==> src/rtl/smart_home_pkg.sv <==
// Shared widths, window depth and sensor reset levels for the smart-home front end.
package smart_home_pkg;
  localparam int TEMP_W    = 8;
  localparam int SUM_W     = 10;
  localparam int AVG_DEPTH = 4;

  localparam logic LIGHT_RST = 1'b1;
  localparam logic OTHER_RST = 1'b0;

  typedef logic [TEMP_W-1:0] temp_t;
  typedef logic [SUM_W-1:0]  sum_t;
endpackage

==> src/rtl/sensor_debounce.sv <==
// One sensor channel: 2-FF synchroniser followed by a tick-driven debounce counter,
// with an optional undebounced rising edge for safety-critical inputs.
module sensor_debounce #(
  parameter int   DEBOUNCE_TICKS = 8,
  parameter bit   FAST_RISE      = 1'b0,
  parameter logic RST_VAL        = 1'b0
) (
  input  logic clk,
  input  logic reset,
  input  logic tick,
  input  logic raw,
  output logic level
);
  localparam int CW = (DEBOUNCE_TICKS < 2) ? 1 : $clog2(DEBOUNCE_TICKS + 1);

  logic          meta_q;
  logic          sync_q;
  logic [CW-1:0] cnt;

  // NOTE: all sequential state uses non-blocking assignments so every flop samples pre-edge values.
  always_ff @(posedge clk) begin
    if (reset) begin
      // Synchroniser starts at the output's reset level so no phantom change is counted.
      meta_q <= RST_VAL;
      sync_q <= RST_VAL;
      cnt    <= '0;
      level  <= RST_VAL;
    end else begin
      meta_q <= raw;
      sync_q <= meta_q;
      if (sync_q == level) begin
        cnt <= '0;
      end else if (FAST_RISE && sync_q && !level) begin
        level <= 1'b1;
        cnt   <= '0;
      end else if (tick) begin
        if (cnt == CW'(DEBOUNCE_TICKS - 1)) begin
          level <= sync_q;
          cnt   <= '0;
        end else begin
          cnt <= cnt + 1'b1;
        end
      end
    end
  end
endmodule

==> src/rtl/sensor_conditioner.sv <==
// Sensor front end: debounced binary sensors sharing one tick prescaler, plus a
// 4-sample moving-average temperature with out-of-range sample rejection and fault flag.
module sensor_conditioner
  import smart_home_pkg::*;
#(
  parameter int    TICK_DIV       = 1000,
  parameter int    DEBOUNCE_TICKS = 8,
  parameter temp_t TEMP_MAX       = 8'd125,
  parameter int    FAULT_LIMIT    = 4
) (
  input  logic              clk,
  input  logic              reset,
  input  logic [TEMP_W-1:0] temp_raw,
  input  logic              temp_raw_valid,
  input  logic              light_raw,
  input  logic              motion_raw,
  input  logic              gas_raw,
  input  logic              door_raw,
  input  logic              rain_raw,
  output logic [TEMP_W-1:0] temperature,
  output logic              temp_ready,
  output logic              temp_update,
  output logic              temp_fault,
  output logic              light_sensor,
  output logic              motion_sensor,
  output logic              gas_sensor,
  output logic              door_sensor,
  output logic              rain_sensor
);
  localparam int PW = $clog2(TICK_DIV);
  localparam int FW = $clog2(AVG_DEPTH + 1);
  localparam int RW = (FAULT_LIMIT < 2) ? 1 : $clog2(FAULT_LIMIT + 1);
  localparam int AVG_SHIFT = $clog2(AVG_DEPTH);

  logic [PW-1:0] pre_cnt;
  logic          tick;

  assign tick = (pre_cnt == PW'(TICK_DIV - 1));

  always_ff @(posedge clk) begin
    if (reset)     pre_cnt <= '0;
    else if (tick) pre_cnt <= '0;
    else           pre_cnt <= pre_cnt + 1'b1;
  end

  sensor_debounce #(.DEBOUNCE_TICKS(DEBOUNCE_TICKS), .FAST_RISE(1'b0), .RST_VAL(LIGHT_RST)) u_light (
    .clk(clk), .reset(reset), .tick(tick), .raw(light_raw), .level(light_sensor));
  sensor_debounce #(.DEBOUNCE_TICKS(DEBOUNCE_TICKS), .FAST_RISE(1'b0), .RST_VAL(OTHER_RST)) u_motion (
    .clk(clk), .reset(reset), .tick(tick), .raw(motion_raw), .level(motion_sensor));
  sensor_debounce #(.DEBOUNCE_TICKS(DEBOUNCE_TICKS), .FAST_RISE(1'b1), .RST_VAL(OTHER_RST)) u_gas (
    .clk(clk), .reset(reset), .tick(tick), .raw(gas_raw), .level(gas_sensor));
  sensor_debounce #(.DEBOUNCE_TICKS(DEBOUNCE_TICKS), .FAST_RISE(1'b0), .RST_VAL(OTHER_RST)) u_door (
    .clk(clk), .reset(reset), .tick(tick), .raw(door_raw), .level(door_sensor));
  sensor_debounce #(.DEBOUNCE_TICKS(DEBOUNCE_TICKS), .FAST_RISE(1'b0), .RST_VAL(OTHER_RST)) u_rain (
    .clk(clk), .reset(reset), .tick(tick), .raw(rain_raw), .level(rain_sensor));

  temp_t         window [AVG_DEPTH];
  sum_t          sum;
  logic [FW-1:0] fill;
  logic [RW-1:0] rej_cnt;

  logic          accept;
  logic          reject;
  sum_t          sum_next;
  logic [FW-1:0] fill_next;
  logic [RW-1:0] rej_next;

  // NOTE: every always_comb output gets a default first so no latch is inferred.
  always_comb begin
    accept    = temp_raw_valid && (temp_raw <= TEMP_MAX);
    reject    = temp_raw_valid && (temp_raw > TEMP_MAX);
    sum_next  = sum + SUM_W'(temp_raw) - SUM_W'(window[AVG_DEPTH-1]);
    fill_next = (fill == FW'(AVG_DEPTH)) ? fill : fill + 1'b1;
    rej_next  = (rej_cnt == RW'(FAULT_LIMIT)) ? rej_cnt : rej_cnt + 1'b1;
  end

  always_ff @(posedge clk) begin
    if (reset) begin
      // NOTE: the window is reset on purpose; the running sum subtracts the
      // oldest entry, which must read as zero while the window is still filling.
      for (int i = 0; i < AVG_DEPTH; i++) window[i] <= '0;
      sum         <= '0;
      fill        <= '0;
      rej_cnt     <= '0;
      temperature <= '0;
      temp_ready  <= 1'b0;
      temp_update <= 1'b0;
      temp_fault  <= 1'b0;
    end else begin
      temp_update <= 1'b0;
      if (accept) begin
        for (int i = AVG_DEPTH - 1; i > 0; i--) window[i] <= window[i-1];
        window[0]  <= temp_raw;
        sum        <= sum_next;
        fill       <= fill_next;
        rej_cnt    <= '0;
        temp_fault <= 1'b0;
        if (fill_next == FW'(AVG_DEPTH)) begin
          temperature <= sum_next[AVG_SHIFT +: TEMP_W];
          temp_update <= 1'b1;
          temp_ready  <= 1'b1;
        end
      end else if (reject) begin
        rej_cnt    <= rej_next;
        temp_fault <= (rej_next >= RW'(FAULT_LIMIT));
      end
    end
  end
endmodule

==> config.mk <==
export PLATFORM = sky130hd
export DESIGN_NAME = sensor_conditioner
export DESIGN_NICKNAME = d
export VERILOG_FILES = /design/src/rtl/smart_home_pkg.sv /design/src/rtl/sensor_debounce.sv /design/src/rtl/sensor_conditioner.sv
export SDC_FILE = /design/constraint.sdc
export NUM_CORES = 1
export LEC_CHECK = 0
export ABC_AREA = 1
export BUFFER_PORTS_ARGS = -buffer_cell sky130_fd_sc_hd__buf_2
export CAP_MARGIN = 5
export CORE_MARGIN = 1.5
export CORE_UTILIZATION = 50
export DETAILED_ROUTE_END_ITERATION = 12
export GPL_ROUTABILITY_DRIVEN = 0
export PLACE_DENSITY = 0.68
export RECOVER_POWER = 50
export SYNTH_ARGS = -nofsm -noshare
export SYNTH_HDL_FRONTEND = slang
export SYNTH_HIERARCHICAL = 1
export SYNTH_SLANG_ARGS = --single-unit
==> constraint.sdc <==
create_clock -name clk -period 2.3 [get_ports clk]
set_input_delay 0.345 -clock clk [delete_from_list [all_inputs] [get_ports clk]]
set_output_delay 0.345 -clock clk [all_outputs]
set_load 0.02 [all_outputs]
==> impl_results.md <==
* Status: finished, final reports clean
* Hold Crit Start: light_raw
* Longest Clk Path Bufs at 2
* Crit-path cells: fa_1 > inv_1 > ha_1 > a21oi_1 > nand2_2 > nand2_1 > nand2_1 > nand2_1 > nand3_1 > nand2_1 > inv_1
* Max-Cap Viols at 0
* GR Layer Usage met1 at a little under a quarter
* Max incr delay on CP at around 0.50 ns
* Residual DRC at 0
* Mean Syn Cell Area at between 8 and 9 µm²
* Pwr dens at ~700 nW/µm²
* Core area at about 9800 µm²
* Post-CTS setup buffers at 0
* Cell internal pwr at 2.75 mW
* Flop pwr share at around 51%
* Number of diodes at 0
* Mapped Nets at around 670
* Post-synth top area share at 28.2%
* Share of cells above drive strength 1 at between 10% and 20%
* Critical Path Source Type: flop
* Post-layout minimum cycle time at around 2.2 ns
* Biggest area consumer among synthesized cells: dfxtp_1
* Crit share post-route at a little over nine tenths
* Starting Density at between 50% and 60%
* Sw frac at between 20% and 30%
* F_max at between 0.4 and 0.5 GHz
* Clk_lat worst skew at around 0.38 ns
* Worst hold path type: input port to flop
* GRT met3 Usage at between 5 and 6%
* CTS tree: done
* CTS clock-pin slew for the worst setup and hold paths at 0.10 ns
* Gate power share at about a fifth
* DR iter-0 viols at 114
* Post-synthesis cell area at a little over 5000 µm²
* Hold Buf Count CTS at 0
* R2R Path Start: window[3][3]$_SDFFCE_PN0P_
* Power share of the clock group at between 20 and 30%
* Wire length per cell at ~11 µm
* Worst slew margin at 39.3%
* Grt total ovfl at 0
* YS warnings at 6
* Worst Skew at between 0.01 and 0.015 ns
* Die Area at 10700 µm²
* Cts bufs inserted at 9
* Post-synthesis cell count at 629
* Critical path startpoint: window[3][3]$_SDFFCE_PN0P_
* Hold Vio Cnt, Final at 0
* Root Driver: clkbuf_8
* Post-synthesis sequential area ratio at around 47%
* Clk sinks at slightly above 100
* Switching power at 1.14 mW
* Met2 usage at between 30% and 40%
* # setup viols final at 0
* Flops & latches, synth at just over 100
* H-tree lvl count at 3
* Worst path bufs/invs at 2
* Critical Path RT at 2.57 ns
* Worst slew pin tran at approximately 0.91 ns
* Initial antenna violation count at 0
* Place WS at -0.0184 ns
* Nets@finish at 722
* WS Path Type: flop to flop
* Die height at between 100 and 150 µm
* Largest net degree at the start of global routing at 23
* Gr usage total at a little under a fifth
* Setup WS post-layout at 0.105 ns
* Number of global-route vias before repair at between 3000 and 4000
* Top cells by area, synth: dfxtp_1 (28%), edfxtp_1 (19%), nand2_1 (9.3%), inv_1 (9.2%), nor2_1 (7.7%)
* CP dominant cell by count: nand2_1
* Slew Limit Fails at 0
* Buffers on Ports at 31
* Drt total wl at ~9100 µm
* Number of routed nets with antenna violations at 0
* Crit path max fanout at 3
* Arr. time, crit path at ~2.5 ns
* # IOs at 32
* Synth unique cells at 34
* Placed cell areas at around 5400 µm²
* Design area at approximately 5600 µm²
* Area Overhead vs Synth at 10.7%
* FP Rows at 36
* Top delay family on crit path: adder cells
* HPWL Detailed at roughly 6700 µm
* DRT Pass-1 Iters at 4
* Worst setup EP type: flop
* Peak VDD IR at 0.595 mV
* Global-route wire length before repair at 15400 µm
* Leakage power at between 2 and 2.5 nW
* DR vias at between 3000 and 4000
* Post-CTS sizing at 0
* Vias per cell at about 4.7
* CP max-delay cell: fa_1
* Die X at ~100 µm
* Busiest grt layer: met2
## synth_stat cells
| library cell | count |
|---|---|
| a211oi_1 | 2 |
| a21oi_1 | 23 |
| and3_1 | 1 |
| buf_4 | 3 |
| buf_6 | 2 |
| conb_1 | 1 |
| dfxtp_1 | 71 |
| edfxtp_1 | 32 |
| fa_1 | 8 |
| ha_1 | 21 |
| inv_1 | 124 |
| inv_2 | 8 |
| nand2_1 | 125 |
| nand2_2 | 9 |
| nand3_1 | 28 |
| nand3_2 | 3 |
| nand3_4 | 1 |
| nand4_1 | 6 |
| nor2_1 | 104 |
| nor2_2 | 5 |
| nor2_4 | 2 |
| nor2_8 | 1 |
| nor3_1 | 4 |
| nor3_2 | 5 |
| nor3b_1 | 2 |
| o21a_1 | 1 |
| o21ai_0 | 6 |
| o21ai_1 | 9 |
| o21ai_2 | 2 |
| o22ai_1 | 5 |
| or2_1 | 3 |
| or2_2 | 1 |
| xnor2_1 | 7 |
| xor2_1 | 4 |
## worst paths after layout
check / slack [ns] / cells after the start / to
worst max-delay path: 0.10 / 11 / temperature[6]$_SDFFE_PP0P_
worst min-delay path: 0.14 / 2 / u_light/meta_q$_SDFF_PP1_
worst max register to register: 0.10 / 11 / temperature[6]$_SDFFE_PP0P_
worst min register to register: 0.41 / 2 / u_gas/sync_q$_SDFF_PP0_
## power by group through the flow
stage	Sequential, mW	Clock (mW)	Combinational (mW)
5_1_grt	1.99	1.22	0.901
2_1_floorplan	2.02	0	0.559
3_3_place_gp	2.02	0	0.728
6_report	1.98	1.12	0.783
3_5_place_dp	2.03	0	0.744
4_1_cts	1.98	1.16	0.748
## layer usage
layer,part of all wire [%],vias to the layer above
li1,-,2028
met5,0,-
met4,1.4,0
met1,46,1762
met2,49,47
met3,3.3,12
## stage by stage
step	std cells	hold WS, ns	util, %	power, mW	setup TNS [ns]
2_1_floorplan	629	0.383	-	2.58	0
3_3_place_gp	799	0.390	55.5	2.75	0
3_5_place_dp	799	0.397	55.5	2.77	-0.0351
4_1_cts	815	0.121	57.4	3.89	0
5_1_grt	815	0.119	57.1	4.11	-0.0885
6_report	815	0.141	57.1	3.89	0
## layout make-up
type | count | area, µm²
clock buffers | 9 | 124
repair buffers | 42 | 218
clock inverters | 7 | 63.8
fillers | 909 | 4200
flip-flops and latches | 103 | 2380
multi-input cells | 389 | 2130
inverters | 132 | 495
well taps | 133 | 166
## kinds of logic (layout without fill, tap and decap cells)
group | count (synthesis) | in the layout | synth area share [%]
AND/OR/NAND/NOR | 300 | 300 | 26.4
buffers and inverters | 137 | 190 | 10.7
flip-flops | 103 | 103 | 47.3
AO/OA/AOI/OAI | 48 | 48 | 5.19
adder cells (fa/ha/maj) | 29 | 29 | 8.39
XOR/XNOR | 11 | 11 | 1.91
other | 1 | 1 | 0.0744
## sequential cells by signal, indices dropped and copies added, names as in the netlist, 2 cells and up, named ones only
name,cells
u_light/cnt,4
window,32
u_gas/cnt,4
u_rain/cnt,4
u_motion/cnt,4
rej_cnt,2
temperature,8
pre_cnt,10
sum,10
u_door/cnt,4
fill,3
## layout by cell type (no fill, tap or decap), types with 2 or more instances in the layout
cell,count
inv_1,125
nand2_1,124
nor2_1,103
dfxtp_1,71
edfxtp_1,32
nand3_1,29
a21oi_1,22
ha_1,20
buf_2,16
clkbuf_1,16
nand2_2,10
clkbuf_8,9
o21ai_1,8
fa_1,8
buf_4,8
xnor2_1,7
inv_2,7
nand4_1,6
o21ai_0,6
nor2_2,6
o22ai_1,5
nor3_2,5
nor3_1,4
xor2_1,4
nand3_2,3
o21ai_2,3
clkinv_2,3
or2_1,3
nor2_4,2
a211oi_1,2
nor3b_1,2
clkinvlp_4,2
Power figures use the tool's default switching activity.
